==> config.mk <==
export PLATFORM = sky130hd
export DESIGN_NAME = alu_arbiter
export DESIGN_NICKNAME = d
export VERILOG_FILES = /design/src/rtl/alu_arbiter.sv
export SDC_FILE = /design/constraint.sdc
export NUM_CORES = 1
export LEC_CHECK = 0
export BUFFER_PORTS_ARGS = -buffer_cell sky130_fd_sc_hd__buf_4
export CORE_AREA = 2 2 135 137
export DETAILED_ROUTE_END_ITERATION = 10
export DIE_AREA = 0 0 137 139
export GPL_TIMING_DRIVEN = 0
export PLACE_DENSITY = 0.61
export SYNTH_ARGS = -nofsm -noshare
export SYNTH_HDL_FRONTEND = slang
export SYNTH_SLANG_ARGS = --single-unit
==> constraint.sdc <==
create_clock -name clk -period 2.2 [get_ports clk]
set_input_delay 0.11 -clock clk [delete_from_list [all_inputs] [get_ports clk]]
set_output_delay 0.11 -clock clk [all_outputs]
set_load 0.02 [all_outputs]
==> src/rtl/alu_arbiter.sv <==
// rtl/alu_arbiter.sv - two-requester arbiter in front of a shared combinational ALU
// One operation in flight at a time; the result is held until its owner consumes it.
module alu_arbiter #(
    parameter int PRIO_MODE = 0,
    parameter int CNT_W     = 16
) (
    input  logic             clk,
    input  logic             rst_n,

    input  logic             req0_valid,
    output logic             req0_ready,
    input  logic             req0_branch,
    input  logic [3:0]       req0_func3,
    input  logic [31:0]      req0_rs1,
    input  logic [31:0]      req0_rs2,

    input  logic             req1_valid,
    output logic             req1_ready,
    input  logic             req1_branch,
    input  logic [3:0]       req1_func3,
    input  logic [31:0]      req1_rs1,
    input  logic [31:0]      req1_rs2,

    output logic             rsp0_valid,
    input  logic             rsp0_ready,
    output logic [31:0]      rsp0_data,

    output logic             rsp1_valid,
    input  logic             rsp1_ready,
    output logic [31:0]      rsp1_data,

    output logic             alu_branch,
    output logic [3:0]       alu_func3,
    output logic [31:0]      alu_rs1,
    output logic [31:0]      alu_rs2,
    input  logic [31:0]      alu_data_out,

    output logic [CNT_W-1:0] grant_cnt0,
    output logic [CNT_W-1:0] grant_cnt1
);

    typedef enum logic {
        S_IDLE = 1'b0,
        S_RESP = 1'b1
    } state_t;

    state_t            r_state;
    state_t            w_state_nxt;
    logic              r_owner;
    logic              r_last_grant;
    logic [31:0]       r_result;
    logic [CNT_W-1:0]  r_cnt0;
    logic [CNT_W-1:0]  r_cnt1;

    logic              w_any_valid;
    logic              w_winner;
    logic              w_drained;
    logic              w_slot_free;
    logic              w_accept;
    logic              w_cnt0_max;
    logic              w_cnt1_max;

    assign w_any_valid = req0_valid | req1_valid;

    // w_winner is only meaningful when some request is valid; w_accept gates it.
    always_comb begin
        w_winner = 1'b0;
        if (PRIO_MODE == 1) begin
            w_winner = !req0_valid;
        end else if (req0_valid && req1_valid) begin
            w_winner = !r_last_grant;
        end else begin
            w_winner = !req0_valid;
        end
    end

    assign w_drained   = r_owner ? rsp1_ready : rsp0_ready;
    assign w_slot_free = (r_state == S_IDLE) || ((r_state == S_RESP) && w_drained);
    assign w_accept    = w_slot_free && w_any_valid;

    assign req0_ready  = w_accept && !w_winner;
    assign req1_ready  = w_accept &&  w_winner;

    always_ff @(posedge clk or negedge rst_n) begin
        if (!rst_n) begin
            r_state <= S_IDLE;
        end else begin
            r_state <= w_state_nxt;
        end
    end

    always_comb begin
        w_state_nxt = r_state;
        case (r_state)
            S_IDLE: begin
                if (w_accept) begin
                    w_state_nxt = S_RESP;
                end
            end
            S_RESP: begin
                if (w_drained && !w_accept) begin
                    w_state_nxt = S_IDLE;
                end
            end
            default: w_state_nxt = S_IDLE;
        endcase
    end

    // last_grant resets to 1 so that requester 0 is preferred first in round-robin.
    always_ff @(posedge clk or negedge rst_n) begin
        if (!rst_n) begin
            r_owner      <= 1'b0;
            r_last_grant <= 1'b1;
            r_result     <= 32'd0;
        end else if (w_accept) begin
            r_owner      <= w_winner;
            r_last_grant <= w_winner;
            r_result     <= alu_data_out;
        end
    end

    assign w_cnt0_max = (r_cnt0 == {CNT_W{1'b1}});
    assign w_cnt1_max = (r_cnt1 == {CNT_W{1'b1}});

    always_ff @(posedge clk or negedge rst_n) begin
        if (!rst_n) begin
            r_cnt0 <= '0;
            r_cnt1 <= '0;
        end else if (w_accept) begin
            if (!w_winner && !w_cnt0_max) begin
                r_cnt0 <= r_cnt0 + CNT_W'(1);
            end
            if (w_winner && !w_cnt1_max) begin
                r_cnt1 <= r_cnt1 + CNT_W'(1);
            end
        end
    end

    assign grant_cnt0 = r_cnt0;
    assign grant_cnt1 = r_cnt1;

    always_comb begin
        alu_branch = 1'b0;
        alu_func3  = 4'd0;
        alu_rs1    = 32'd0;
        alu_rs2    = 32'd0;
        if (w_accept) begin
            if (w_winner) begin
                alu_branch = req1_branch;
                alu_func3  = req1_func3;
                alu_rs1    = req1_rs1;
                alu_rs2    = req1_rs2;
            end else begin
                alu_branch = req0_branch;
                alu_func3  = req0_func3;
                alu_rs1    = req0_rs1;
                alu_rs2    = req0_rs2;
            end
        end
    end

    // Response outputs decode straight from state so reset clears them without a clock.
    assign rsp0_valid = (r_state == S_RESP) && !r_owner;
    assign rsp1_valid = (r_state == S_RESP) &&  r_owner;
    assign rsp0_data  = rsp0_valid ? r_result : 32'd0;
    assign rsp1_data  = rsp1_valid ? r_result : 32'd0;

endmodule

==> impl_metrics.env <==
export IMPL_status="complete, no violations"
export IMPL_required_ns=2.09
export IMPL_hold_start="alu_data_out[28]"
export IMPL_start_util_pct=23.0
export IMPL_comb_power_share_pct=54.9
export IMPL_yosysTopAreaCell="dfrtp_1"
export IMPL_period_share_pct=98.4
export IMPL_clockBufferDepth=2
export IMPL_min_path_cells=2
export IMPL_grt_met1_usage_pct=22.2
export IMPL_drive_gt1_share_pct=56.7
export IMPL_gp_congestion=0.814
export IMPL_synth_seq_cells=67
export IMPL_die_h_um=139
export IMPL_dp_cells=964
export IMPL_yosys_warnings=0
export IMPL_yosys_cell_count_top_type="a22o_1"
export IMPL_gr_usage_all_layers_pct=18.3
export IMPL_p_sw_share_pct=39.0
export IMPL_die_area_um2=19000
export IMPL_synth_edff_count=0
export IMPL_grt_pass1_wl_um=26400
export IMPL_grt_busiest_layer="met2"
export IMPL_power_frac_clock_pct=20.5
export IMPL_wire_per_inst_um=18.5
export IMPL_intPower_mw=4.69
export IMPL_cts_sinks=67
export IMPL_min_period_ns=2.16
export IMPL_htree_levels=3
export IMPL_grt_pass1_vias=4603
export IMPL_cap_violations=0
export IMPL_cts_tree="yes"
export IMPL_ir_drop_v=0.000661
export IMPL_setup_viol=0
export IMPL_fmax_mhz=462
export IMPL_dp_hpwl_um=14400
export IMPL_r2r_start="r_owner"
export IMPL_yosysSeqAreaShare_pct=41.2
export IMPL_first_iter_violations=148
export IMPL_avgSynthCellArea_um2=10.4
export IMPL_report_final_slew_viol_count=0
export IMPL_use_met2_pct=32.2
export IMPL_via_per_inst=4.63
export IMPL_overflow=0
export IMPL_reg2regPathDepth=5
export IMPL_synth_flop_cell="dfrtp_1"
export IMPL_rows=49
export IMPL_met3_usage_pct=4.97
export IMPL_powerDensity_nw_per_um2=955
export IMPL_port_buffers=344
export IMPL_hold_end="r_result[28]"
export IMPL_drt_first_pass_iters=6
export IMPL_cts_clk_slew_worst_paths_ns=0.05
export IMPL_skew_ns=0.00684
export IMPL_setup_slack_ns=0.0358
export IMPL_whs_ns=0.0116
export IMPL_cp_end_kind="output pin"
export IMPL_io_pins=345
export IMPL_hold_viol_final=0
export IMPL_cp_start_kind="flip-flop"
export IMPL_synth_common_cells="a22o_1 (69), dfrtp_1 (66), and3_1 (36)"
export IMPL_finalNonFillerCells=1015
export IMPL_synth_top_area_share_pct=40.6
export IMPL_p_seq_share_pct=24.7
export IMPL_netlist_area_um2=4070
export IMPL_cp_data_arrival_time_ns=2.05
export IMPL_finalSetupTns_ns=0
export IMPL_ant_nets=0
export IMPL_async_reset_ff_share_pct=100
export IMPL_cts_buffers_inserted=9
export IMPL_cts_root_buf="clkbuf_16"
export IMPL_ff2ff_setup_slack_ns=0.16
export IMPL_p_leak_nw=4.08
export IMPL_drt_total_wl_um=18700
export IMPL_diodes=0
export IMPL_drc=0
export IMPL_crit_type="flip-flop to output pin"
export IMPL_die_x_um=137
export IMPL_antenna_found_initial=0
export IMPL_syn_inst=391
export IMPL_slew_headroom_pct=41.7
export IMPL_reg2reg_to="r_result[19]"
export IMPL_fin_nets=959
export IMPL_vias=4700
export IMPL_pre_cts_ws_ns=-0.0921
export IMPL_power_switching_mw=3.01
export IMPL_hold_class="input pin to flip-flop"
export IMPL_yosysUniqueCellTypes=33
export IMPL_core_area_um2=17700
export IMPL_rsz0062_at_grt="yes"
export IMPL_crit_fanout=10
export IMPL_grt_max_degree=68
export IMPL_syn_nets=569
export IMPL_clk_latency_ns=0.34
export IMPL_tightest_slew_ns=0.875
export IMPL_syn2layout_area_growth_pct=98.2
export IMPL_synthTopCellsByArea="dfrtp_1 (41%), a22o_1 (15%), mux2_2 (9.7%)"
worst max-delay path by stage:
stage | start | end | cells past startpoint
2_1_floorplan | r_owner | alu_rs2[24] | 6
3_3_place_gp | r_owner | alu_rs1[19] | 7
3_5_place_dp | r_owner | alu_rs1[11] | 7
4_1_cts | r_owner | alu_rs1[1] | 8
5_1_grt | r_owner | alu_func3[2] | 8
6_report | r_owner | alu_rs2[9] | 8
repair_timing:
| item | CTS | global route |
|---|---|---|
| hold buffers | 26 | 0 |
| buffers inserted | 2 | 5 |
| cloned | 0 | 3 |
| pin swaps | 5 | 14 |
| endpoints found under the hold margin | 91 | 0 |
| gates resized for setup | 53 | 58 |
| endpoints found under the setup margin | 101 | 98 |
layout make-up:
| cell class | count | area (um^2) |
|---|---|---|
| inverter | 6 | 40.0 |
| timing repair inverter | 1 | 11.3 |
| clock buffer | 12 | 256 |
| sequential | 67 | 1680 |
| timing repair buffer | 379 | 3100 |
| fill | 1686 | 9590 |
| buffer | 32 | 308 |
| clock inverter | 4 | 72.6 |
| tap | 229 | 287 |
| multi-input combinational | 285 | 2310 |
routing by layer:
metal,vias up,share of wire (%)
met3,21,7.1
li1,2251,-
met1,2259,40
met5,-,0
met2,169,52
met4,0,1.0
state kept, by name (all words and copies together), names as in the netlist:
signal / flops
grant_cnt1: 16
r_last_grant: 1
grant_cnt0: 16
r_result: 32
r_state: 1
r_owner: 1
cell families (layout without fill, tap and decap cells):
group,count (synthesis),in the layout,synth area share (%)
AND/OR/NAND/NOR,144,144,21.8
AO/OA/AOI/OAI,73,73,15.7
flip-flops,67,67,41.2
buffers and inverters,39,434,4.27
multiplexers,36,36,9.93
XOR/XNOR,30,30,6.46
adder cells (fa/ha/maj),2,2,0.615
through the flow:
stage | power [mW] | utilization [%] | area, um^2
after global placement | 5.69 | 39.3 | 6940
final | 7.70 | 45.7 | 8060
after CTS | 7.52 | 43.8 | 7730
after global routing | 8.10 | 45.7 | 8060
after floorplan | 3.94 | - | 4070
after detailed placement | 5.73 | 39.3 | 6940
critical path, stage by stage (launching register included):
cell and delay [ns]:
dfrtp_1 0.37, buf_6 0.14, mux2i_4 0.18, a221o_1 0.35
buf_6 0.16, clkinv_8 0.07, buf_8 0.13, a22o_1 0.19
buf_6 0.13
power by group through the flow:
stage	Clock, mW	Combinational [mW]	Sequential [mW]
2_1_floorplan	0	1.95	1.99
3_3_place_gp	0	3.79	1.90
3_5_place_dp	0	3.82	1.91
4_1_cts	1.62	4.00	1.90
5_1_grt	1.67	4.47	1.96
6_report	1.57	4.23	1.90
cell usage in the layout, fill, tap and decap left out, types with 4 or more instances in the layout:
| cell type | n |
|---|---|
| buf_6 | 46 |
| xor2_1 | 29 |
| clkbuf_16 | 12 |
| nand2_1 | 9 |
| nor3_1 | 8 |
| nand4_1 | 9 |
| a22o_1 | 62 |
| inv_1 | 4 |
| dfrtp_1 | 66 |
| and4_1 | 4 |
| clkbuf_8 | 7 |
| nor2_1 | 9 |
| nor4_1 | 14 |
| dlygate4sd3_1 | 26 |
| and2_1 | 33 |
| buf_2 | 5 |
| buf_4 | 309 |
| and3_1 | 36 |
| a22o_4 | 7 |
| mux2_2 | 34 |
| clkbuf_1 | 8 |
| nand3_1 | 11 |
| buf_8 | 5 |
No activity file was read; power rests on OpenSTA's default activity.
